[config.mk]
export PLATFORM = sky130hd
export DESIGN_NAME = operand_stack_ctrl
export DESIGN_NICKNAME = d
export VERILOG_FILES = /design/src/rtl/calc_pkg.sv /design/src/rtl/operand_stack_ctrl.sv
export SDC_FILE = /design/constraint.sdc
export NUM_CORES = 1
export LEC_CHECK = 0
export BUFFER_PORTS_ARGS = -buffer_cell sky130_fd_sc_hd__buf_4
export CAP_MARGIN = 30
export CORE_ASPECT_RATIO = 1.5
export CORE_UTILIZATION = 46
export CTS_CLUSTER_DIAMETER = 150
export CTS_CLUSTER_SIZE = 20
export DETAILED_ROUTE_END_ITERATION = 16
export GPL_TIMING_DRIVEN = 0
export PLACE_DENSITY = 0.78
export SETUP_SLACK_MARGIN = 0.1
export SLEW_MARGIN = 40
export SYNTH_ARGS = -nofsm -noshare
export SYNTH_HDL_FRONTEND = slang
export SYNTH_SLANG_ARGS = --single-unit
[constraint.sdc]
create_clock -name clk -period 2.3 [get_ports clk]
set_clock_uncertainty 0.2 [all_clocks]
set_input_delay 0.46 -clock clk [delete_from_list [all_inputs] [get_ports clk]]
set_output_delay 0.46 -clock clk [all_outputs]
set_load 0.1 [all_outputs]
[src/rtl/calc_pkg.sv]
// Shared defaults, FSM encoding and sticky error codes for the operand stack.
package calc_pkg;
    localparam int DEPTH_DEF  = 8;
    localparam int DATA_W_DEF = 32;
    localparam int ADDR_W_DEF = 8;
    localparam int SP_W       = 4;

    typedef enum logic [1:0] {
        IDLE    = 2'd0,
        PUSH_WR = 2'd1,
        POP_RD  = 2'd2,
        ERROR   = 2'd3
    } state_t;

    localparam logic [1:0] ERR_NONE = 2'b00;
    localparam logic [1:0] ERR_OVF  = 2'b01;
    localparam logic [1:0] ERR_UDF  = 2'b10;
    localparam logic [1:0] ERR_CONF = 2'b11;
endpackage

[src/rtl/operand_stack_ctrl.sv]
// Stack-pointer controller in front of an external word memory; one request at a
// time, two-cycle push/pop handshakes, sticky error state until clear or reset.
module operand_stack_ctrl
    import calc_pkg::*;
#(
    parameter int DEPTH  = DEPTH_DEF,
    parameter int DATA_W = DATA_W_DEF,
    parameter int ADDR_W = ADDR_W_DEF
)(
    input  logic              clk,
    input  logic              rst,
    input  logic              clear,
    input  logic              push,
    input  logic [DATA_W-1:0] push_data,
    input  logic              pop,
    output logic              ready,
    output logic [DATA_W-1:0] pop_data,
    output logic              pop_valid,
    output logic              full,
    output logic              empty,
    output logic [SP_W-1:0]   depth,
    output logic [1:0]        err,
    output logic [ADDR_W-1:0] mem_address,
    output logic [DATA_W-1:0] mem_data,
    output logic              mem_we,
    input  logic [DATA_W-1:0] mem_rdata
);
    state_t          state, state_nxt;
    logic [SP_W-1:0] sp;

    always_ff @(posedge clk) begin
        if (rst) state <= IDLE;
        else     state <= state_nxt;
    end

    always_comb begin
        state_nxt = state;
        if (clear) begin
            state_nxt = IDLE;
        end else begin
            case (state)
                IDLE: begin
                    if (push && pop)  state_nxt = ERROR;
                    else if (push)    state_nxt = full  ? ERROR : PUSH_WR;
                    else if (pop)     state_nxt = empty ? ERROR : POP_RD;
                end
                PUSH_WR, POP_RD: state_nxt = IDLE;
                default:         state_nxt = ERROR;
            endcase
        end
    end

    always_comb begin
        ready = (state == IDLE);
        full  = (sp == SP_W'(DEPTH));
        empty = (sp == '0);
        depth = sp;
    end

    // Memory-side strobes are registered so they stay flat across the falling
    // edge on which the memory samples them.
    always_ff @(posedge clk) begin
        if (rst) begin
            sp          <= '0;
            err         <= ERR_NONE;
            mem_we      <= 1'b0;
            mem_address <= '0;
            mem_data    <= '0;
            pop_data    <= '0;
            pop_valid   <= 1'b0;
        end else begin
            pop_valid <= 1'b0;
            if (clear) begin
                sp     <= '0;
                err    <= ERR_NONE;
                mem_we <= 1'b0;
            end else begin
                case (state)
                    IDLE: begin
                        if (push && pop) begin
                            err <= ERR_CONF;
                        end else if (push) begin
                            if (full) begin
                                err <= ERR_OVF;
                            end else begin
                                mem_address <= ADDR_W'(sp);
                                mem_data    <= push_data;
                                mem_we      <= 1'b1;
                            end
                        end else if (pop) begin
                            if (empty) err <= ERR_UDF;
                            else       mem_address <= ADDR_W'(sp - 1'b1);
                        end
                    end
                    PUSH_WR: begin
                        mem_we <= 1'b0;
                        sp     <= sp + 1'b1;
                    end
                    POP_RD: begin
                        pop_data  <= mem_rdata;
                        pop_valid <= 1'b1;
                        sp        <= sp - 1'b1;
                    end
                    default: ;
                endcase
            end
        end
    end
endmodule
==> run_results.csv <==
group,metric,value,unit
status,outcome,"completed",
pwr,power.static_leakage,2.10,nW
cts,numCtsBuffers,9,
worst_setup_path,crit_required,1.64,ns
cts,ctsRootBufferMaster,"clkbuf_8",
sta,maxSlewHeadroom,0.675,
global_route,via_count_of_the_first_global_routing_pass,2819,
worst_setup_path,timing.setup.critical_path_class,"register to primary output",
pwr,switchingPower,0.00143,W
pwr,power.combinational.fraction,0.320,
final_layout,flow.area_growth_from_synthesis,53.3,%
cts,clk_pin_slew_worst_paths,0.09,ns
worst_setup_path,crit_arrival,1.50,ns
drt,route.detailed.wl_per_inst,13.3,um
worst_setup_path,timing.critical_path.slowest_stage_cell,"dfxtp_4",
drt,route.final.wire_length,8570,um
min_path,hold_path_class,"input pin to register",
sta,setup_viol_count_final,0,
synthesis,synth_area,3150,um^2
die,row_count,36,
place,detailed_place_hpwl,6390,um
synthesis,syn-mean-instance-area,8.04,um^2
synthesis,synthDominantCellAreaShare,0.502,
global_route,antenna_found_initial,0,
run,cap_viol_max_count,0,
die,num_io_pins,152,
worst_setup_path,crit_path_end_kind,"primary output",
min_path,timing.hold.worst_endpoint,"pop_data[25]",
drt,drt_iter0_drc,192,
pwr,power_density,818,nW/um^2
pwr,power,0.00396,W
pwr,power.switching_fraction,0.362,
synthesis,synth_warnings,0,
cts,max-clock-path-buffers,2,
die,initial_core_util,0.479,
drt,drt-pass1-iter-count,4,
final_layout,insertedDiodeCount,0,
die,die_h,103,um
synthesis,netlist_instances,392,
sta,timing.setup.tns,0,ns
global_route,grt.total_usage,0.230,
final_layout,final_cell_count_no_fill,646,
min_path,min_from,"mem_rdata[25]",
synthesis,yosys_register_bits,79,
pwr,power_frac_clock,0.305,
worst_setup_path,cpPeakStageDelay,0.37,ns
worst_setup_path,critical_path.n_buffers_inverters,4,
drt,vias,3171,
synthesis,post-synth-top-area-cell,"dfxtp_1",
drt,final_antenna_net_count,0,
synthesis,post_synth_num_cell_types,30,
pwr,worst_vdd_ir,618,uV
cts,cts_tree,"done",
worst_setup_path,crit-reg2reg-launch,"depth[0]",
synthesis,synth.yosys.seq_area_share,0.502,
die,die_extent_in_x,69.6,um
final_layout,layout.filler_cells,526,
place,post-place-cells,617,
worst_setup_path,cp-startpoint,"depth[0]",
cts,clkLatencyLatePin,0.34,ns
global_route,grt_pass1_wl,12900,um
die,core_area,6580,um^2
sta,max_clock_freq,0.463,GHz
pwr,power_frac_seq,0.375,
worst_setup_path,critical_path.max_fanout,7,
sta,hold_viol_final,0,
place,buffer_ports.inserted,149,
worst_setup_path,worst_path_dominant_cell_family,"buffers and inverters",
drt,drt-vias-per-instance,4.91,
place,routabilityCongestion,0.810,
cts,clock_tree.htree_level_count,3,
drt,drc_violations_left,0,
worst_setup_path,timing.reg2reg.worst_path_depth,11,
sta,period_needed,2.16,ns
die,die_area,7200,um^2
pwr,design_internal_power,0.00252,W
worst_setup_path,critPathLaunchType,"register",
final_layout,drive_above_1_share,0.375,
sta,worst-slew-pin-transition,0.487,ns
sta,setup_repair_after_global_routing_missed_its_margin,"yes",
synthesis,ys_top_cells_by_area,"dfxtp_1 50%, nand2_1 16%, a21oi_1 11%",
synthesis,synthesis.nets,468,
worst_setup_path,regToRegSetupSlack,0.15,ns
sta,period_share,0.940,
cts,clock_sink_count,79,
worst_setup_path,critical_path.cell_chain,"buf_8 > inv_6 > ha_4 > nand3b_1 > clkinvlp_4 > buf_12",
min_path,worst_hold_path.num_cells,3,
final_layout,final_net_count,641,
sta,report.final.slew_viol_count,0,
global_route,pin_count_of_the_biggest_net_entering_global_routing,14,
global_route,globalRouteOverflowTotal,0,
worst_setup_path,endpoint_of_the_worst_slack_reg_to_reg_timing_path,"mem_data[15]",
## cell usage after synthesis
master	number
a31o_2	1
nor2b_1	3
a41oi_1	1
nand4b_1	1
buf_4	8
inv_1	7
xor2_1	1
clkbuf_1	22
nor3b_1	1
or2_2	1
a311oi_4	1
o21bai_1	2
a211oi_1	5
a41o_1	1
clkbuf_2	1
nand2_1	137
buf_2	1
dfxtp_1	79
or3_1	2
xnor2_1	7
nand3b_1	3
a21oi_1	68
nor2_1	12
ha_1	7
o21ai_0	5
o31ai_1	1
mux2i_1	7
nor4_1	1
nand2b_1	5
nor3b_2	1
## how the worst max path moves through the flow
stage                   end  slack [ns]  depth (start not counted)
2_1_floorplan   mem_data[1]       -0.31                          9
3_3_place_gp    pop_data[2]        0.23                          7
3_5_place_dp   pop_data[28]        0.18                          7
4_1_cts                full        0.09                          6
5_1_grt                full        0.06                          6
6_report               full        0.14                          6
## cells in the final DEF, fill, tap and decap left out, types with 3 or more instances in the layout
cell type / n
buf_4: 162
clkbuf_1: 13
nand3b_1: 3
clkbuf_2: 9
nand2b_1: 5
o21ai_0: 5
a21oi_1: 66
a211oi_1: 5
nor2_1: 11
nand2_1: 136
nor2b_1: 3
ha_1: 5
mux2i_1: 7
clkbuf_8: 10
inv_1: 4
buf_6: 6
xnor2_1: 7
dfxtp_1: 75
## power groups by stage
stage / Clock [W] / Combinational, W / Sequential [W]
6_report: 0.00121 / 0.00127 / 0.00148
5_1_grt: 0.00129 / 0.00133 / 0.00149
4_1_cts: 0.00124 / 0.00123 / 0.00148
3_5_place_dp: 0 / 0.00122 / 0.00151
3_3_place_gp: 0 / 0.00121 / 0.00151
2_1_floorplan: 0 / 0.000447 / 0.00200
## worst register-to-register path: cells and delay by family (launching register included)
| kind | cells | cell delay [ns] |
|---|---|---|
| adder cells (fa/ha/maj) | 1 | 0.16 |
| flip-flops | 1 | 0.37 |
| AND/OR/NAND/NOR | 3 | 0.39 |
| buffers and inverters | 6 | 0.80 |
| AO/OA/AOI/OAI | 1 | 0.16 |
## cell type report
type                    count  area [um^2]  share of cell area
inverters                   7         37.5             0.00776
clock inverters             4         73.8              0.0153
repair buffers            162         1240               0.256
clock buffers              12          166              0.0344
well taps                  76         95.1              0.0197
multi-input cells         274         1440               0.297
plain buffers              32          196              0.0406
flip-flops and latches     79         1590               0.329
## flip-flops by register name, summed over array words and instances, names as in the netlist
register / count
err: 2
mem_address: 5
pop_valid: 1
state: 2
depth: 4
mem_we: 1
mem_data: 32
pop_data: 32
## per-layer routing
metal / global-route usage / part of all wire
met5: 0 / 0
met2: 0.421 / 0.54
met3: 0.0678 / 0.068
met1: 0.246 / 0.37
met4: 0.0973 / 0.019
## stage by stage
| step | instance area (um^2) | setup slack (ns) | hold slack [ns] | util |
|---|---|---|---|---|
| finish | 4830 | 0.139 | 0.155 | 0.735 |
| global route | 4830 | 0.0623 | 0.149 | 0.735 |
| CTS | 4720 | 0.0894 | 0.143 | 0.717 |
| detailed placement | 4450 | 0.181 | 0.247 | 0.677 |
| global placement | 4450 | 0.233 | 0.243 | 0.677 |
| floorplan | 3240 | -0.305 | 0.344 | - |
## cell families after synthesis
family / after synthesis / synth area share
and+or+nand+nor: 167 / 0.217
AOI/OAI and AO/OA: 85 / 0.152
DFF: 79 / 0.502
buffers and inverters: 39 / 0.0567
xor gates and xnor gates: 8 / 0.0222
muxes: 7 / 0.0222
adders and majority gates: 7 / 0.0278
## repair_timing
action / 4_1_cts / 5_1_grt
hold buffers: 0 / 0
pin swaps: 0 / 3
endpoints found under the setup margin: 2 / 62
buffers inserted: 2 / 9
resized for setup: 3 / 26
gates cloned: 0 / 2
Power figures use the tool's default switching activity.
